File: src/rtl/count_display_pkg.sv
// -----------------------------------------------------------------------------
// count_display_pkg
// Shared definitions for the count/display sequencer: FSM state encodings,
// digit count, the seven-segment code table and the blank code.
// Segment codes are {g,f,e,d,c,b,a}, active-low.
// -----------------------------------------------------------------------------
package count_display_pkg;

   localparam int NUM_DIGITS = 4;

   typedef logic [3:0] bcd_digit_t;

   localparam logic [1:0] ST_IDLE  = 2'd0;
   localparam logic [1:0] ST_RUN   = 2'd1;
   localparam logic [1:0] ST_PAUSE = 2'd2;

   localparam logic [6:0] SEG_BLANK = 7'h7F;

   function automatic logic [6:0] seg_encode(input bcd_digit_t digit);
      logic [6:0] seg;
      case (digit)
         4'd0:    seg = 7'h40;
         4'd1:    seg = 7'h79;
         4'd2:    seg = 7'h24;
         4'd3:    seg = 7'h30;
         4'd4:    seg = 7'h19;
         4'd5:    seg = 7'h12;
         4'd6:    seg = 7'h02;
         4'd7:    seg = 7'h78;
         4'd8:    seg = 7'h00;
         4'd9:    seg = 7'h10;
         default: seg = SEG_BLANK;
      endcase
      return seg;
   endfunction

endpackage

File: src/rtl/bcd_digit_step.sv
// -----------------------------------------------------------------------------
// bcd_digit_step
// One decade of the cascaded BCD counter, purely combinational.
//   digit      in  4  current BCD digit (0..9)
//   en         in  1  step this digit (tick for digit 0, carry/borrow otherwise)
//   down       in  1  0 = increment, 1 = decrement
//   next_digit out 4  digit value after the step
//   carry_out  out 1  carry (up, 9->0) or borrow (down, 0->9) into next digit
// -----------------------------------------------------------------------------
module bcd_digit_step
   import count_display_pkg::*;
(
   input  bcd_digit_t digit,
   input  logic       en,
   input  logic       down,
   output bcd_digit_t next_digit,
   output logic       carry_out
);

   always_comb begin
      next_digit = digit;
      carry_out  = 1'b0;
      if (en) begin
         if (down) begin
            carry_out  = (digit == 4'd0);
            next_digit = (digit == 4'd0) ? 4'd9 : digit - 4'd1;
         end else begin
            // >= keeps the digit inside 0..9 even from an illegal value
            carry_out  = (digit >= 4'd9);
            next_digit = (digit >= 4'd9) ? 4'd0 : digit + 4'd1;
         end
      end
   end

endmodule

File: src/rtl/count_display_ctrl.sv
// -----------------------------------------------------------------------------
// count_display_ctrl
// Sequencer for a 4-digit BCD up/down counter on a multiplexed 7-seg display.
//   clock_100Mhz   in   1   system clock
//   reset          in   1   asynchronous, active-high
//   btn_start_stop in   1   debounced button, asynchronous (IDLE/PAUSE->RUN, RUN->PAUSE)
//   btn_clear      in   1   debounced button, asynchronous (any state -> IDLE, zero)
//   count_down     in   1   level, asynchronous; 1 = count down
//   anode          out  4   digit enables, active-low
//   cathode        out  7   {g,f,e,d,c,b,a}, active-low
//   dp             out  1   decimal point, active-low (lit on digit 0 while paused)
//   running        out  1   state == RUN
//   wrap_pulse     out  1   one-cycle pulse after a 9999<->0000 wrap
//   count_bcd      out  16  {d3,d2,d1,d0}
// -----------------------------------------------------------------------------
module count_display_ctrl
   import count_display_pkg::*;
#(
   parameter int COUNT_DIV   = 100_000_000,
   parameter int REFRESH_DIV = 100_000,
   parameter int BLANK_LZ    = 1
) (
   input  logic        clock_100Mhz,
   input  logic        reset,
   input  logic        btn_start_stop,
   input  logic        btn_clear,
   input  logic        count_down,
   output logic [3:0]  anode,
   output logic [6:0]  cathode,
   output logic        dp,
   output logic        running,
   output logic        wrap_pulse,
   output logic [15:0] count_bcd
);

   localparam int CW = $clog2(COUNT_DIV);
   localparam int RW = $clog2(REFRESH_DIV);
   localparam logic [CW-1:0] COUNT_MAX   = CW'(COUNT_DIV - 1);
   localparam logic [RW-1:0] REFRESH_MAX = RW'(REFRESH_DIV - 1);

   // bit 0 = start_stop, bit 1 = clear, bit 2 = count_down
   logic [2:0]  sync1_q, sync1_d, sync2_q, sync2_d;
   logic [1:0]  btn_prev_q, btn_prev_d;
   logic [1:0]  state_q, state_d;
   logic [CW-1:0] presc_q, presc_d;
   logic [RW-1:0] refresh_q, refresh_d;
   logic [1:0]  scan_idx_q, scan_idx_d;
   logic [15:0] count_q, count_d;
   logic [3:0]  anode_q, anode_d;
   logic [6:0]  cathode_q, cathode_d;
   logic        dp_q, dp_d;
   logic        running_q, running_d;
   logic        wrap_q, wrap_d;

   logic        start_pulse, clear_pulse, dir_down, tick;
   logic [15:0] count_next;
   logic [NUM_DIGITS:0]   carry;
   logic [NUM_DIGITS-1:0] upper_zero;
   logic [3:0]  scan_digit;
   logic        scan_blank;

   assign start_pulse = sync2_q[0] & ~btn_prev_q[0];
   assign clear_pulse = sync2_q[1] & ~btn_prev_q[1];
   assign dir_down    = sync2_q[2];
   assign tick        = (state_q == ST_RUN) && (presc_q == COUNT_MAX);

   // Ripple chain: digit 0 steps on tick, each higher digit on the carry below.
   assign carry[0] = tick;
   generate
      for (genvar gi = 0; gi < NUM_DIGITS; gi++) begin : g_digit
         bcd_digit_step u_step (
            .digit      (count_q[4*gi +: 4]),
            .en         (carry[gi]),
            .down       (dir_down),
            .next_digit (count_next[4*gi +: 4]),
            .carry_out  (carry[gi+1])
         );
         // digit gi and every digit above it are zero
         assign upper_zero[gi] = (count_q[4*NUM_DIGITS-1 : 4*gi] == '0);
      end
   endgenerate

   assign scan_digit = count_q[{scan_idx_q, 2'b00} +: 4];
   assign scan_blank = (BLANK_LZ != 0) && (scan_idx_q != 2'd0) && upper_zero[scan_idx_q];

   always_comb begin
      sync1_d    = {count_down, btn_clear, btn_start_stop};
      sync2_d    = sync1_q;
      btn_prev_d = sync2_q[1:0];

      state_d = state_q;
      presc_d = presc_q;
      count_d = count_q;
      wrap_d  = 1'b0;

      if (clear_pulse) begin
         // clear takes priority over a coincident start_stop pulse
         state_d = ST_IDLE;
         count_d = '0;
         presc_d = '0;
      end else begin
         count_d = count_next;
         wrap_d  = carry[NUM_DIGITS];
         case (state_q)
            ST_RUN: begin
               presc_d = tick ? '0 : presc_q + 1'b1;
               if (start_pulse) state_d = ST_PAUSE;
            end
            ST_PAUSE: begin
               if (start_pulse) state_d = ST_RUN;
            end
            default: begin
               presc_d = '0;
               if (start_pulse) state_d = ST_RUN;
            end
         endcase
      end
      running_d = (state_d == ST_RUN);

      refresh_d  = refresh_q + 1'b1;
      scan_idx_d = scan_idx_q;
      if (refresh_q == REFRESH_MAX) begin
         refresh_d  = '0;
         scan_idx_d = scan_idx_q + 2'd1;
      end

      anode_d   = ~(4'b0001 << scan_idx_q);
      cathode_d = scan_blank ? SEG_BLANK : seg_encode(scan_digit);
      dp_d      = ~((state_q == ST_PAUSE) && (scan_idx_q == 2'd0));
   end

   always_ff @(posedge clock_100Mhz or posedge reset) begin
      if (reset) begin
         sync1_q    <= '0;
         sync2_q    <= '0;
         btn_prev_q <= '0;
         state_q    <= ST_IDLE;
         presc_q    <= '0;
         refresh_q  <= '0;
         scan_idx_q <= '0;
         count_q    <= '0;
         anode_q    <= 4'b1111;
         cathode_q  <= SEG_BLANK;
         dp_q       <= 1'b1;
         running_q  <= 1'b0;
         wrap_q     <= 1'b0;
      end else begin
         sync1_q    <= sync1_d;
         sync2_q    <= sync2_d;
         btn_prev_q <= btn_prev_d;
         state_q    <= state_d;
         presc_q    <= presc_d;
         refresh_q  <= refresh_d;
         scan_idx_q <= scan_idx_d;
         count_q    <= count_d;
         anode_q    <= anode_d;
         cathode_q  <= cathode_d;
         dp_q       <= dp_d;
         running_q  <= running_d;
         wrap_q     <= wrap_d;
      end
   end

   assign anode      = anode_q;
   assign cathode    = cathode_q;
   assign dp         = dp_q;
   assign running    = running_q;
   assign wrap_pulse = wrap_q;
   assign count_bcd  = count_q;

endmodule

File: config.mk
export PLATFORM = sky130hd
export DESIGN_NAME = count_display_ctrl
export DESIGN_NICKNAME = d
export VERILOG_FILES = /design/src/rtl/count_display_pkg.sv /design/src/rtl/bcd_digit_step.sv /design/src/rtl/count_display_ctrl.sv
export SDC_FILE = /design/constraint.sdc
export NUM_CORES = 1
export LEC_CHECK = 0
export ABC_AREA = 1
export BUFFER_PORTS_ARGS = -buffer_cell sky130_fd_sc_hd__buf_2
export CAP_MARGIN = 30
export CORE_UTILIZATION = 60
export DETAILED_ROUTE_END_ITERATION = 8
export PLACE_DENSITY = 0.84
export REMOVE_ABC_BUFFERS = 1
export SETUP_SLACK_MARGIN = 0.2
export SKIP_CTS_REPAIR_TIMING = 1
export SYNTH_ARGS = -nofsm -noshare
export SYNTH_HDL_FRONTEND = slang
export SYNTH_SLANG_ARGS = --single-unit
File: constraint.sdc
create_clock -name clock_100Mhz -period 2.6 [get_ports clock_100Mhz]
set_input_delay 0.13 -clock clock_100Mhz [delete_from_list [all_inputs] [get_ports clock_100Mhz]]
set_output_delay 0.13 -clock clock_100Mhz [all_outputs]
set_load 0.05 [all_outputs]
==> flow_summary.toml, run 1 <==
[outcome]
outcome = "completed"

[power_and_ir_drop]
power_density_nw_per_um2 = 433
clkPwrFrac_pct = 39.2
combPwrFrac_pct = 6.5
swShare_pct = 26.6
ir_worst_vdd_mv = 0.235
switchingPower_w = 0.000672
leakagePower_nw = 2.93
seqPwrFrac_pct = 54.3
internal_power_w = 0.00185

[yosys]
ys.flop_type = "dfrtp_1"
postSynthCellCount = 694
synth_cell_types = 44
synthSimpleGateAreaFrac_pct = 33.0
synth_compound_area_share_pct = 7.22
yosys_warnings = 0
ys_seq_area_share_pct = 40.9
synth_edf_count = 0
synthMuxAreaShare_pct = 0.189
syn_avg_cell_area_um2 = 7.64
synth_area_um2 = 5300
synth_top_family_by_area = "simple AND/OR/NAND/NOR gates"
synth_fa_ha_area_share_pct = 5.67
ys_ff_latch = 86
async_reset_ff_share_pct = 100
synth-xor-area-share_pct = 4.63

[die]
ios = 35
die_area_um2 = 9210
core_area_um2 = 8380
initial_utilization_pct = 63.2
die_h_um = 96.0
num_rows = 33
dieWidth_um = 96.0

[placed_design]
portBuffers = 34
place.gp.congestion = 0.952
dpl_cell_area_um2 = 5580
dp_hpwl_um = 9020

[global_routing]
top_usage_layer = "met2"
grt_max_degree = 38
grt_pass1_wl_um = 20200
grt-ovfl-total = 0
met2_usage_pct = 46.3
grtUsageMet3_pct = 3.71
grt_pass1_vias = 4450
grtUsageTotal_pct = 28.2
antenna_found_initial = 0
gr-usage-met1_pct = 36.7

[job]
cap_violations = 0

[timing]
holdWs_ns = 0.355
period_share_pct = 85.6
slew_headroom_pct = 56.7
slew_violations = 0
finalHoldViolCount = 0
worstMarginPinSlew_ns = 0.649
setup_tns_ns = 0
finClkSkew_ns = 0.0104
rsz0062_at_grt = "no"
setup_viol = 0
post-route-min-period_ns = 2.22
fmax_mhz = 450

[worst_hold_path]
whs_path_depth = 0
hold_class = "reg -> reg"

[setup_path]
path_class = "reg -> reg"
r2r_slack_ns = 0.38
cp-end-kind = "flip-flop"
critPathMaxFanout = 8
r2r-end = "count_bcd[8]"
cp.arrival_ns = 2.48
startpoint_type = "flip-flop"
ff2ff_path_depth = 11
crit_end = "count_bcd[8]"
reg2reg_from = "count_bcd[0]"
worstSetupStartpoint = "count_bcd[0]"
critPathRequiredTime_ns = 2.86

[drt]
drt_wl_total_um = 12000
vias_per_cell = 5.63
dr.pass1.iters = 5
ant_nets = 0
wire_per_inst_um = 14.2
num_vias = 4773
drc = 0
drt_iter0_markers = 307

[cells_and_area]
final_nets = 767
area_growth_pct = 9.80
fillers = 671
layout-drive-gt1-share_pct = 14.0
num_antenna_cells = 0
final_util_pct = 69.4
fin_area_um2 = 5820

[clock_network]
path_clk_slew_ns = 0.09
cts.sinks = 86
tritoncts = "built"
htree_num_levels = 3
cts_max_path_buffers = 2
cts_buffers = 9
root_buffer = "clkbuf_8"
clk_latency_ns = 0.36
==> metrics by stage <==
stage	power, W	cells	setup WS, ns
2_1_floorplan	0.00151	685	0.268
3_5_place_dp	0.00156	828	0.404
3_3_place_gp	0.00155	828	0.488
4_1_cts	0.00253	844	0.412
5_1_grt	0.00261	848	0.225
6_report	0.00252	848	0.375
==> logic make-up (layout without fill, tap and decap cells) <==
family | after synthesis | after routing
and+or+nand+nor | 377 | 377
buffers and inverters | 111 | 160
DFF | 86 | 86
AOI/OAI and AO/OA | 67 | 67
xor gates and xnor gates | 28 | 28
adders and majority gates | 24 | 24
muxes | 1 | 1
==> cell usage in the layout, fill, tap and decap left out, types with 6 or more instances in the layout <==
| cell | Yosys | layout |
|---|---|---|
| dfrtp_1 | 74 | 74 |
| nor2_2 | 14 | 14 |
| o21ai_0 | 32 | 32 |
| nor2_1 | 85 | 85 |
| inv_1 | 94 | 93 |
| a21oi_1 | 15 | 15 |
| o211ai_1 | 8 | 8 |
| ha_1 | 24 | 24 |
| nor3_1 | 9 | 9 |
| xor2_1 | 21 | 21 |
| xnor2_1 | 7 | 7 |
| inv_2 | 6 | 6 |
| nand2_1 | 154 | 154 |
| nand3_1 | 71 | 71 |
| buf_2 | 3 | 34 |
| clkbuf_8 | 0 | 9 |
| dfstp_2 | 12 | 12 |
| nand4_1 | 19 | 19 |
==> worst min path at each step <==
| stage | start | endpoint | slack (ns) |
|---|---|---|---|
| after floorplan | btn_start_stop | sync1_q[0] | 0.16 |
| after global placement | reset | sync1_q[2] | 0.23 |
| after detailed placement | reset | sync1_q[2] | 0.24 |
| after CTS | reset | sync1_q[2] | -0.16 |
| after global routing | sync1_q[1] | sync2_q[1] | 0.36 |
| final | sync1_q[0] | sync2_q[0] | 0.36 |
==> power groups by stage <==
stage	Combinational, W	Clock, W	Sequential (W)
after floorplan	0.000100	0	0.00141
after global placement	0.000156	0	0.00139
after global routing	0.000181	0.00106	0.00137
final	0.000164	0.000987	0.00137
after detailed placement	0.000161	0	0.00139
after CTS	0.000161	0.00100	0.00137
==> registers in the layout, indices dropped and copies added, names as in the netlist <==
register and flops:
cathode 7, presc_q 27, anode 4, sync1_q 3, btn_prev_q 2, sync2_q 3, state_q 2, scan_idx_q 2
dp 1, count_bcd 16, wrap_pulse 1, refresh_q 17, running 1
==> final cells by class <==
class | instances | area, um2 | share of cell area, %
clock inverters | 7 | 80.1 | 1.38
flip-flops and latches | 86 | 2170 | 37.2
well taps | 105 | 131 | 2.26
multi-input cells | 497 | 2690 | 46.2
clock buffers | 9 | 124 | 2.13
inverters | 102 | 389 | 6.69
repair buffers | 42 | 240 | 4.13
==> worst max-delay path, cell delays in order, from the launching register on <==
cell and delay, ns:
dfrtp_1 0.48, inv_1 0.18, ha_1 0.24, nand2_1 0.09, nor2_1 0.23, nand2_1 0.12
nand2_1 0.23, nand3_4 0.18, nor2_8 0.18, nor2_1 0.09, nand2_1 0.07, nand2_1 0.05
==> cells in the mapped netlist, types with 2 or more instances <==
| master | instances | area share [%] |
|---|---|---|
| a21oi_1 | 15 | 1.4 |
| buf_2 | 3 | 0.28 |
| clkbuf_1 | 3 | 0.21 |
| dfrtp_1 | 74 | 35 |
| dfstp_2 | 12 | 5.9 |
| ha_1 | 24 | 5.7 |
| inv_1 | 94 | 6.7 |
| inv_2 | 6 | 0.42 |
| nand2_1 | 154 | 11 |
| nand2_2 | 4 | 0.47 |
| nand2_4 | 2 | 0.42 |
| nand3_1 | 71 | 6.7 |
| nand3_4 | 2 | 0.66 |
| nand3b_1 | 4 | 0.57 |
| nand4_1 | 19 | 2.2 |
| nor2_1 | 85 | 6.0 |
| nor2_2 | 14 | 1.7 |
| nor2_4 | 3 | 0.64 |
| nor3_1 | 9 | 0.85 |
| nor4_1 | 3 | 0.35 |
| o211ai_1 | 8 | 1.1 |
| o21ai_0 | 32 | 3.0 |
| o21ai_1 | 2 | 0.19 |
| o21bai_1 | 2 | 0.28 |
| o31ai_1 | 4 | 0.57 |
| xnor2_1 | 7 | 1.2 |
| xor2_1 | 21 | 3.5 |
==> metal layers <==
layer / vias up / routed length [um]
li1: 2316 / -
met1: 2235 / 5210
met2: 181 / 5690
met3: 41 / 715
met4: 0 / 398
met5: - / 0
Power figures use the tool's default switching activity.
==> run 2, diff against run 1 <==
--- a/config.mk
+++ b/config.mk
@@ -5,7 +5,6 @@
 export SDC_FILE = /design/constraint.sdc
 export NUM_CORES = 1
 export LEC_CHECK = 0
-export ABC_AREA = 1
 export BUFFER_PORTS_ARGS = -buffer_cell sky130_fd_sc_hd__buf_2
 export CAP_MARGIN = 30
 export CORE_UTILIZATION = 60
==> flow_summary.toml, run 2 <==
[clock_network]
tritoncts = "built"
root_buffer = "clkbuf_8"
htree_num_levels = 3
path_clk_slew_ns = 0.09
cts_max_path_buffers = 2
cts_buffers = 9
clk_latency_ns = 0.36
cts.sinks = 86

[cells_and_area]
final_nets = 577
fillers = 591
final_cell_mix = "71 x dfrtp_1, 67 x nor2_1, 34 x buf_2"
num_antenna_cells = 0
largest_register_ffs = 27
fin_area_um2 = 5510
layout_commonest_cell = "dfrtp_1"
top_register = "presc_q"
layout-drive-gt1-share_pct = 19.0
area_growth_pct = 12.8

[yosys]
synth_area_um2 = 4890
ys_seq_area_share_pct = 44.4
synth_common_cells = "74 x dfrtp_1, 67 x nor2_1, 31 x nand2_1"
yosys.area.top_type = "dfrtp_1"
synth_cell_types = 62
yosysTopAreaCellShare_pct = 37.9
synth_edf_count = 0
ys.flop_type = "dfrtp_1"
syn_avg_cell_area_um2 = 9.69
ys_ff_latch = 86
postSynthCellCount = 504
synth.most_common_cell = "dfrtp_1"
yosys_warnings = 0
netlist_top_cells_area = "dfrtp_1 38%, dfstp_2 6.5%, ha_1 6.1%"
async_reset_ff_share_pct = 100

[drt]
route.met2.wl_um = 5140
highest_layer = "met4"
wl_met1_um = 4450
vias_per_cell = 5.87
ant_nets = 0
dr.pass1.iters = 5
drt_iter0_markers = 408
drc = 0
num_vias = 3848
routed-wl-met3_um = 541
wire_per_inst_um = 15.7
drt_wl_total_um = 10300

[die]
die_h_um = 92.2
core_area_um2 = 7810
ios = 35
initial_utilization_pct = 62.6
die_area_um2 = 8510
dieWidth_um = 92.2
num_rows = 32

[setup_path]
critPathMaxFanout = 8
reg2reg_from = "count_bcd[9]"
worstSetupStartpoint = "count_bcd[9]"
cp-end-kind = "flip-flop"
slowest_stage = "or4_1"
crit_chain = "inv_1, ha_1, nor3b_1, or3_1, a21bo_2, or4_1, a21oi_1"
cp.arrival_ns = 2.60
startpoint_type = "flip-flop"
cp_slowest_stage_delay_ns = 0.50
critPathRequiredTime_ns = 2.88
crit_end = "count_bcd[12]"
r2r-end = "count_bcd[12]"
ff2ff_path_depth = 7
path_class = "reg -> reg"
r2r_slack_ns = 0.28

[timing]
worstMarginPinSlew_ns = 0.642
fmax_mhz = 431
slew_violations = 0
period_share_pct = 89.2
setup_ws_ns = 0.282
setup_viol = 0
rsz0062_at_grt = "no"
finalHoldViolCount = 0
finClkSkew_ns = 0.0143
post-route-min-period_ns = 2.32
setup_tns_ns = 0
slew_headroom_pct = 57.2
holdWs_ns = 0.357

[placed_design]
dpl_cell_area_um2 = 5220
dp_hpwl_um = 7280
portBuffers = 34
place.gp.congestion = 0.863
dpl_worst_slack_ns = 0.216

[power_and_ir_drop]
ir_worst_vdd_mv = 0.234
power_density_nw_per_um2 = 461
power.total_w = 0.00254
leakagePower_nw = 2.41

[worst_hold_path]
hold_class = "reg -> reg"

[global_routing]
grt-ovfl-total = 0
grtUsageTotal_pct = 25.6
antenna_found_initial = 0
grt_pass1_vias = 3721
grt_pass1_wl_um = 17100
grt_max_degree = 51

[job]
cap_violations = 0

[outcome]
outcome = "completed"
-- run 2: worst min-delay path by stage --
stage,from,to,slack (ns),depth (start not counted)
global route,sync1_q[2],sync2_q[2],0.36,0
global placement,reset,sync1_q[0],0.22,2
finish,sync1_q[2],sync2_q[2],0.36,0
detailed placement,reset,scan_idx_q[1],0.23,2
floorplan,btn_start_stop,sync1_q[0],0.16,0
CTS,reset,refresh_q[4],-0.16,2
-- run 2: cell type report --
type | instances | area (um2) | share of cell area [%]
multi-input cells | 368 | 2540 | 46.1
flip-flops and latches | 86 | 2170 | 39.4
repair buffers | 55 | 350 | 6.36
well taps | 102 | 128 | 2.32
clock buffers | 9 | 124 | 2.25
inverters | 28 | 106 | 1.93
clock inverters | 7 | 91.3 | 1.66
-- run 2: cells by family (layout without fill, tap and decap cells) --
kind of cell,count (synthesis),after routing,share of synthesized area (%)
and+or+nand+nor,208,208,22.2
xor gates and xnor gates,41,41,7.35
adders and majority gates,24,24,6.15
buffers and inverters,50,99,4.15
AOI/OAI and AO/OA,83,83,12.0
DFF,86,86,44.4
muxes,12,12,3.79
-- run 2: routing by layer --
| layer | global-route usage, % | vias to the layer above |
|---|---|---|
| met5 | 0 | - |
| met1 | 34.1 | 1858 |
| met2 | 43.2 | 115 |
| met4 | 8.07 | 0 |
| met3 | 3.57 | 15 |
| li1 | - | 1860 |
-- run 2: where the power goes --
part / total [W] / switching (W) / internal [W]
combinational: 0.000169 / 0.000115 / 0.0000540
clock: 0.00100 / 0.000533 / 0.000467
sequential: 0.00137 / 0.0000157 / 0.00136
total: 0.00254 / 0.000663 / 0.00188
-- run 2: critical path, delay by kind of cell, from the launching register on --
family	cells	cell delay, ns
fa+ha+maj	1	0.24
compound gates	2	0.41
buf+inv	1	0.08
simple gates	3	1.04
flops	1	0.45
-- run 2: stage by stage --
stage	utilization, %	cells
2_1_floorplan	-	482
3_3_place_gp	66.8	633
3_5_place_dp	66.8	633
4_1_cts	69.6	649
5_1_grt	70.6	655
6_report	70.6	655
==> run 3, diff against run 2 <==
--- a/config.mk
+++ b/config.mk
@@ -7,9 +7,11 @@
 export LEC_CHECK = 0
 export BUFFER_PORTS_ARGS = -buffer_cell sky130_fd_sc_hd__buf_2
 export CAP_MARGIN = 30
-export CORE_UTILIZATION = 60
+export CELL_PAD_IN_SITES_DETAIL_PLACEMENT = 1
+export CELL_PAD_IN_SITES_GLOBAL_PLACEMENT = 2
+export CORE_UTILIZATION = 39
 export DETAILED_ROUTE_END_ITERATION = 8
-export PLACE_DENSITY = 0.84
+export PLACE_DENSITY_LB_ADDON = 0.08
 export REMOVE_ABC_BUFFERS = 1
 export SETUP_SLACK_MARGIN = 0.2
 export SKIP_CTS_REPAIR_TIMING = 1
==> flow_summary.toml, run 3 (synthesis results as in run 2) <==
[cells_and_area]
final_cell_mix = "73 x dfrtp_1, 67 x nor2_1, 34 x buf_2"
area_growth_pct = 17.3
layout-drive-gt1-share_pct = 19.0
final_nets = 583
layout_commonest_cell = "dfrtp_1"
fillers = 1408
largest_register_ffs = 27
num_antenna_cells = 0
top_register = "presc_q"

[setup_path]
cp.arrival_ns = 2.51
cp_slowest_stage_delay_ns = 0.51
crit_chain = "inv_1, ha_1, nor3b_1, or3_1, a21bo_2, or4_1, a21oi_1"
crit_family = "simple AND/OR/NAND/NOR gates"
slowest_stage = "or4_1"
path_buf_inv = 1
critPathRequiredTime_ns = 2.87
startpoint_type = "flip-flop"
reg2reg_from = "count_bcd[9]"
path_class = "reg -> reg"
critPathMaxFanout = 7
cp-end-kind = "flip-flop"
worstSetupStartpoint = "count_bcd[9]"

[placed_design]
place.gp.congestion = 0.803
dp_hpwl_um = 8770
dpl_worst_slack_ns = 0.256
portBuffers = 34

[global_routing]
antenna_found_initial = 0
grtUsageTotal_pct = 21.0
grt_max_degree = 45
grt_pass1_wl_um = 21000
grt_pass1_vias = 4079
grt-ovfl-total = 0

[die]
die_h_um = 114
core_area_um2 = 12100
initial_utilization_pct = 40.3
dieWidth_um = 114
ios = 35
die_area_um2 = 13000
num_rows = 40

[timing]
finClkSkew_ns = 0.00771
slew_violations = 0
finalHoldViolCount = 0
period_share_pct = 86.1
setup_ws_ns = 0.362
post-route-min-period_ns = 2.24
setup_tns_ns = 0
fmax_mhz = 447
setup_viol = 0
worstMarginPinSlew_ns = 0.767
rsz0062_at_grt = "no"
slew_headroom_pct = 48.8
holdWs_ns = 0.354

[worst_hold_path]
hp-start = "sync1_q[0]"
hold_class = "reg -> reg"

[clock_network]
htree_num_levels = 3
cts_max_path_buffers = 2
cts_buffers = 9
clk_latency_ns = 0.35
root_buffer = "clkbuf_16"
tritoncts = "built"
path_clk_slew_ns = 0.06
cts.sinks = 86

[drt]
ant_nets = 0
num_vias = 3879
drt_wl_total_um = 12200
wire_per_inst_um = 16.8
drc = 0
dr.pass1.iters = 4
drt_iter0_markers = 187
vias_per_cell = 5.34

[power_and_ir_drop]
leakagePower_nw = 2.48
power.total_w = 0.00290
power_density_nw_per_um2 = 505
ir_worst_vdd_mv = 0.374

[job]
cap_violations = 0

[outcome]
outcome = "completed"
==> run 3: cell count changes in the layout (fill, tap and decap cells not counted), sizes merged <==
cell    previous run  this run
buf               51        57
inv               30        27
clkbuf             9        12
==> run 3: metrics by stage <==
step,instances,cell area [um2],util (%)
4_1_cts,722,5680,46.9
3_3_place_gp,706,5370,44.3
5_1_grt,727,5730,47.3
3_5_place_dp,706,5370,44.3
6_report,727,5730,47.3
2_1_floorplan,482,4790,-
==> run 3: worst paths after layout <==
path,depth (start not counted),slack (ns),to
worst max-delay path,7,0.36,count_bcd[12]
worst min register to register,0,0.35,sync2_q[0]
worst min-delay path,0,0.35,sync2_q[0]
max in group asynchronous,4,1.42,cathode[1]
worst max register to register,7,0.36,count_bcd[12]
min in group asynchronous,3,0.44,refresh_q[9]
==> run 3: report_power, final <==
part / leakage [nW] / switching (W) / internal, W
logic: 1.21 / 0.000122 / 0.0000608
registers: 1.12 / 0.0000144 / 0.00136
clock network: 0.149 / 0.000540 / 0.000801
total: 2.48 / 0.000677 / 0.00222
==> run 3: metal layers <==
metal / vias up / track usage (%) / part of all wire [%] / wire (um)
li1: 1870 / - / - / -
met1: 1941 / 28.9 / 49 / 5970
met2: 51 / 32.5 / 46 / 5670
met3: 17 / 3.93 / 2.9 / 361
met4: 0 / 8.48 / 2.0 / 245
met5: - / 0 / 0 / 0
==> run 3: area by class of cell <==
type / instances / area [um2] / share of cell area, %
inverter: 28 / 106 / 1.86
sequential: 86 / 2170 / 37.8
tap: 168 / 210 / 3.67
clock inverter: 4 / 55.1 / 0.960
multi-input combinational: 368 / 2530 / 44.1
timing repair buffer: 61 / 408 / 7.11
clock buffer: 12 / 256 / 4.47
==> run 3: worst reg2reg max path, delay by kind of cell (launching register included) <==
family          cells  cell delay, ns
compound gates      2            0.40
simple gates        3            1.06
buf+inv             1            0.07
flops               1            0.39
fa+ha+maj           1            0.25
